===== src/rtl/uart_imem_loader.sv =====
// rtl/uart_imem_loader.sv - assembles little-endian UART bytes into 32-bit words and writes them to instruction memory
module uart_imem_loader #(
  parameter int          ADDR_W    = 8,
  parameter logic [31:0] TERM_WORD = 32'hFFFFFFFF,
  parameter int          TIMEOUT   = 50000
) (
  input  logic              clk,
  input  logic              rst,
  input  logic              load_en,
  input  logic              rx_valid,
  input  logic [7:0]        rx_data,
  input  logic              rx_break,
  output logic              imem_we,
  output logic [ADDR_W-1:0] imem_addr,
  output logic [31:0]       imem_wdata,
  output logic              write_done,
  output logic              cpu_rst,
  output logic [ADDR_W:0]   word_count,
  output logic              err_break,
  output logic              err_timeout
);

  localparam int TW = (TIMEOUT < 2) ? 1 : $clog2(TIMEOUT + 1);
  localparam logic [TW-1:0] TCNT_LAST = TW'(TIMEOUT - 1);

  typedef enum logic [2:0] {
    S_IDLE,
    S_COLLECT,
    S_WRITE,
    S_DONE,
    S_ERROR
  } state_t;

  state_t            state, state_nxt;
  logic [31:0]       word_q;
  logic [1:0]        byte_idx;
  logic [ADDR_W-1:0] wr_ptr;
  logic [ADDR_W:0]   count_q;
  logic [TW-1:0]     tcnt;
  logic              is_term;
  logic              mem_full;
  logic              do_write;

  assign is_term  = (word_q == TERM_WORD);
  assign mem_full = (wr_ptr == {ADDR_W{1'b1}});
  // Gated by rst so a WRITE interrupted by reset never reaches memory.
  assign do_write = (state == S_WRITE) && !is_term && !rst;

  always_comb begin
    state_nxt = state;
    case (state)
      S_IDLE:    if (load_en) state_nxt = S_COLLECT;
      S_COLLECT: begin
        if (rx_break)                          state_nxt = S_ERROR;
        else if (rx_valid && byte_idx == 2'd3) state_nxt = S_WRITE;
      end
      S_WRITE: begin
        if (rx_break)                 state_nxt = S_ERROR;
        else if (is_term || mem_full) state_nxt = S_DONE;
        else                          state_nxt = S_COLLECT;
      end
      S_DONE:  state_nxt = S_DONE;
      S_ERROR: state_nxt = S_ERROR;
      default: state_nxt = S_IDLE;
    endcase
  end

  always_ff @(posedge clk) begin
    if (rst) begin
      state       <= S_IDLE;
      word_q      <= '0;
      byte_idx    <= '0;
      wr_ptr      <= '0;
      count_q     <= '0;
      tcnt        <= '0;
      err_break   <= 1'b0;
      err_timeout <= 1'b0;
    end else begin
      state <= state_nxt;
      case (state)
        S_COLLECT: begin
          if (rx_break) begin
            byte_idx  <= '0;
            word_q    <= '0;
            tcnt      <= '0;
            err_break <= 1'b1;
          end else if (rx_valid) begin
            word_q[8*byte_idx +: 8] <= rx_data;
            byte_idx                <= byte_idx + 2'd1;
            tcnt                    <= '0;
          end else if (byte_idx != 2'd0) begin
            if (tcnt == TCNT_LAST) begin
              byte_idx    <= '0;
              word_q      <= '0;
              tcnt        <= '0;
              err_timeout <= 1'b1;
            end else begin
              tcnt <= tcnt + 1'b1;
            end
          end else begin
            tcnt <= '0;
          end
        end
        S_WRITE: begin
          tcnt <= '0;
          if (do_write) begin
            wr_ptr  <= wr_ptr + 1'b1;
            count_q <= count_q + 1'b1;
          end
          if (rx_break) begin
            err_break <= 1'b1;
          end else if (rx_valid && !is_term && !mem_full) begin
            // A byte landing during the write cycle starts the next word.
            word_q[7:0] <= rx_data;
            byte_idx    <= 2'd1;
          end
        end
        default: begin
          tcnt <= '0;
        end
      endcase
    end
  end

  assign imem_we    = do_write;
  assign imem_addr  = wr_ptr;
  assign imem_wdata = word_q;
  assign word_count = count_q;
  assign write_done = (state == S_DONE) && !rst;
  assign cpu_rst    = (state != S_DONE) || rst;

endmodule


===== config.mk =====
export PLATFORM = sky130hd
export DESIGN_NAME = uart_imem_loader
export DESIGN_NICKNAME = d
export VERILOG_FILES = /design/src/rtl/uart_imem_loader.sv
export SDC_FILE = /design/constraint.sdc
export NUM_CORES = 1
export LEC_CHECK = 0
export CELL_PAD_IN_SITES_DETAIL_PLACEMENT = 2
export CELL_PAD_IN_SITES_GLOBAL_PLACEMENT = 2
export CORE_UTILIZATION = 29
export CTS_CLUSTER_SIZE = 10
export DETAILED_ROUTE_END_ITERATION = 7
export PLACE_DENSITY = 0.75
export SYNTH_ARGS = -nofsm -noshare
export SYNTH_HDL_FRONTEND = slang
export SYNTH_SLANG_ARGS = --single-unit

===== constraint.sdc =====
create_clock -name clk -period 3.1 [get_ports clk]
set_clock_uncertainty 0.15 [all_clocks]
set_input_delay 0.465 -clock clk [delete_from_list [all_inputs] [get_ports clk]]
set_output_delay 0.465 -clock clk [all_outputs]
set_load 0.05 [all_outputs]

==> flow_summary.json <==
{
  "status": "completed",
  "power.leakage_nw": 1.477,
  "port_buffers": 66,
  "wl_um": 10680,
  "start_util_pct": 30.37,
  "drive_gt1_share_pct": 9.713,
  "cp.arrival_ns": 2.05,
  "synth_edf_count": 0,
  "grt_pass1_vias": 3340,
  "slew_viol_final": 0,
  "setup-violations-final": 0,
  "clk_pin_slew_worst_paths_ns": 0.05,
  "die_area_sq_um": 11980,
  "cts_root_buf": "clkbuf_16",
  "wl_per_cell_um": 18.02,
  "cts_tree": "built",
  "rows": 38,
  "ys_types": 53,
  "crit_required_ns": 2.48,
  "drt-vias-per-instance": 5.266,
  "maxCapViolations": 0,
  "syn_area_sq_um": 3349,
  "rsz0062_at_grt": "no",
  "yosys_warnings": 0,
  "tightestPinTransition_ns": 0.8162,
  "stdcell_area_sq_um": 4459,
  "drt_iter0_markers": 126,
  "synth_flop_cell": "dfxtp_1",
  "clockBufferDepth": 2,
  "cts_resized": 0,
  "period_needed_ns": 2.666,
  "ctsHoldBuffers": 0,
  "die_h_um": 109.5,
  "syn_inst": 385,
  "crit_path_end_kind": "output pin",
  "dr.pass1.iters": 4,
  "die_w_um": 109.5,
  "avgSynthCellArea_sq_um": 8.700,
  "ys_seq_area_share_pct": 43.03,
  "clk_latency_ns": 0.34,
  "areaGrowthSynthToFinish_pct": 33.13,
  "ys_seq_elements": 72,
  "dpl-instance-area_sq_um": 4140,
  "cts_inserted_buffers": 9,
  "ios": 67,
  "antennaDiodeCount": 0,
  "hold_violations": 0,
  "critPathMaxFanout": 12,
  "track_usage_pct": 19.30,
  "grt_max_degree": 56,
  "period_share_pct": 86.00,
  "numClockSinks": 72,
  "antenna_found_initial": 0,
  "power_density_nw_per_um2": 484.6,
  "hold_path.class": "flip-flop to flip-flop",
  "cts_setup_buffers": 0,
  "dp_hpwl_um": 7697,
  "grt_pass1_wl_um": 17570,
  "drtAntennaViolNets": 0,
  "overflow": 0,
  "irDropWorstVdd_mv": 0.3726,
  "place_congestion": 0.7365,
  "coreArea_sq_um": 11030,
  "cts_htree_levels": 3,
  "max_slew_margin_pct": 45.35,
  "fmax_mhz": 375.1,
  "num-fill-cells": 1235,
  "final_nets": 469,
  "startpoint_type": "flip-flop",
  "vias": 3123,
  "critPathKind": "flip-flop to output pin",
  "finalPower_mw": 2.161,
  "syn_nets": 406,
  "synth-async-reset-ratio_pct": 0,
  "drc_errors": 0,
  "setup_tns_ns": 0
}
[metrics by stage]
| step | instances | hold WS [ns] | setup slack (ns) | util (%) |
|---|---|---|---|---|
| global route | 593 | 0.3366 | 0.2994 | 40.43 |
| detailed placement | 577 | 0.3181 | 0.3815 | 37.53 |
| global placement | 577 | 0.2912 | 0.4664 | 37.53 |
| CTS | 593 | 0.3245 | 0.3917 | 40.43 |
| floorplan | 385 | 0.2761 | 0.4167 | - |
| finish | 593 | 0.3183 | 0.4340 | 40.43 |
[synthesized netlist by cell type (4+ instances only)]
library cell	count	share of area [%]
ha_1	8	3.0
nor4_1	4	0.75
xnor2_1	15	3.9
a2111oi_0	4	1.0
nor2b_1	6	1.1
nand4_1	13	2.4
a21oi_1	32	4.8
o21ai_0	5	0.75
nand2_1	41	4.6
and4_1	6	1.6
nor2_1	44	4.9
nand3_1	31	4.6
clkbuf_1	15	1.7
dfxtp_1	72	43
inv_1	9	1.0
a211oi_1	5	1.1
xor2_1	8	2.1
a22o_1	8	2.1
or2_2	6	1.1
[state kept, by name, summed over array words and instances, names as in the netlist]
name	flops
state	3
imem_addr	8
err_timeout	1
err_break	1
byte_idx	2
word_count	9
tcnt	16
imem_wdata	32
[metal layers]
metal	up-vias	share of wire, %	global-route usage, %
li1	1497	-	-
met1	1547	46	24.95
met2	63	49	31.67
met3	16	3.4	5.276
met4	0	1.5	4.952
met5	-	0	0
[kinds of logic (layout without fill, tap and decap cells)]
family	after synthesis	after routing	share of synthesized area, %
AO/OA/AOI/OAI	70	70	15.09
XOR/XNOR	23	23	6.014
AND/OR/NAND/NOR	177	177	27.38
multiplexers	6	6	1.905
adder cells (fa/ha/maj)	8	8	2.989
flip-flops	72	72	43.03
buffers and inverters	29	97	3.586
[final cells by class]
cell class,count,area [sq um],share of cell area [%]
multi-input cells,284,1794,40.24
repair buffers,72,695.7,15.60
well taps,140,175.2,3.928
flip-flops and latches,72,1441,32.32
clock buffers,14,284.0,6.369
inverters,9,33.78,0.7576
clock inverters,2,35.03,0.7856
[worst paths after layout]
check / endpoint / from / cells after the start / slack, ns
worst max-delay path: imem_we / state[0]$_SDFFE_PP0P_ / 4 / 0.43
worst min-delay path: tcnt[0]$_SDFF_PP0_ / tcnt[0]$_SDFF_PP0_ / 1 / 0.32
worst max register to register: imem_wdata[26]$_SDFFE_PP0P_ / byte_idx[0]$_SDFFE_PP0P_ / 7 / 0.53
worst min register to register: tcnt[0]$_SDFF_PP0_ / tcnt[0]$_SDFF_PP0_ / 1 / 0.32
[power by group]
| group | leakage [nW] | total (mW) | switching (mW) | internal, mW |
|---|---|---|---|---|
| sequential | 0.580 | 0.941 | 0.00937 | 0.932 |
| clock | 0.159 | 1.10 | 0.391 | 0.710 |
| combinational | 0.738 | 0.120 | 0.0786 | 0.0410 |
| total | 1.48 | 2.16 | 0.479 | 1.68 |
[layout by cell type, fill, tap and decap left out, types with 4 or more instances in the layout]
master / netlist / routed
a21oi_1: 32 / 32
a211oi_1: 5 / 5
nand2_1: 41 / 41
clkdlybuf4s50_1: 0 / 63
nor2_1: 44 / 44
dfxtp_1: 72 / 72
xnor2_1: 15 / 15
a22o_1: 8 / 8
clkbuf_16: 0 / 9
nand4_1: 13 / 13
o21ai_0: 5 / 5
or2_2: 6 / 6
a2111oi_0: 4 / 4
clkbuf_8: 0 / 4
and4_1: 6 / 6
inv_1: 9 / 9
nor2b_1: 6 / 6
nand3_1: 31 / 31
xor2_1: 8 / 8
buf_4: 0 / 8
ha_1: 8 / 8
[worst max-delay path, cell delays in order (launching register included)]
cell	delay (ns)
dfxtp_1	0.39
or3_1	0.61
a21oi_1	0.27
nor2b_1	0.22
buf_4	0.23
No activity file was read; power rests on OpenSTA's default activity.
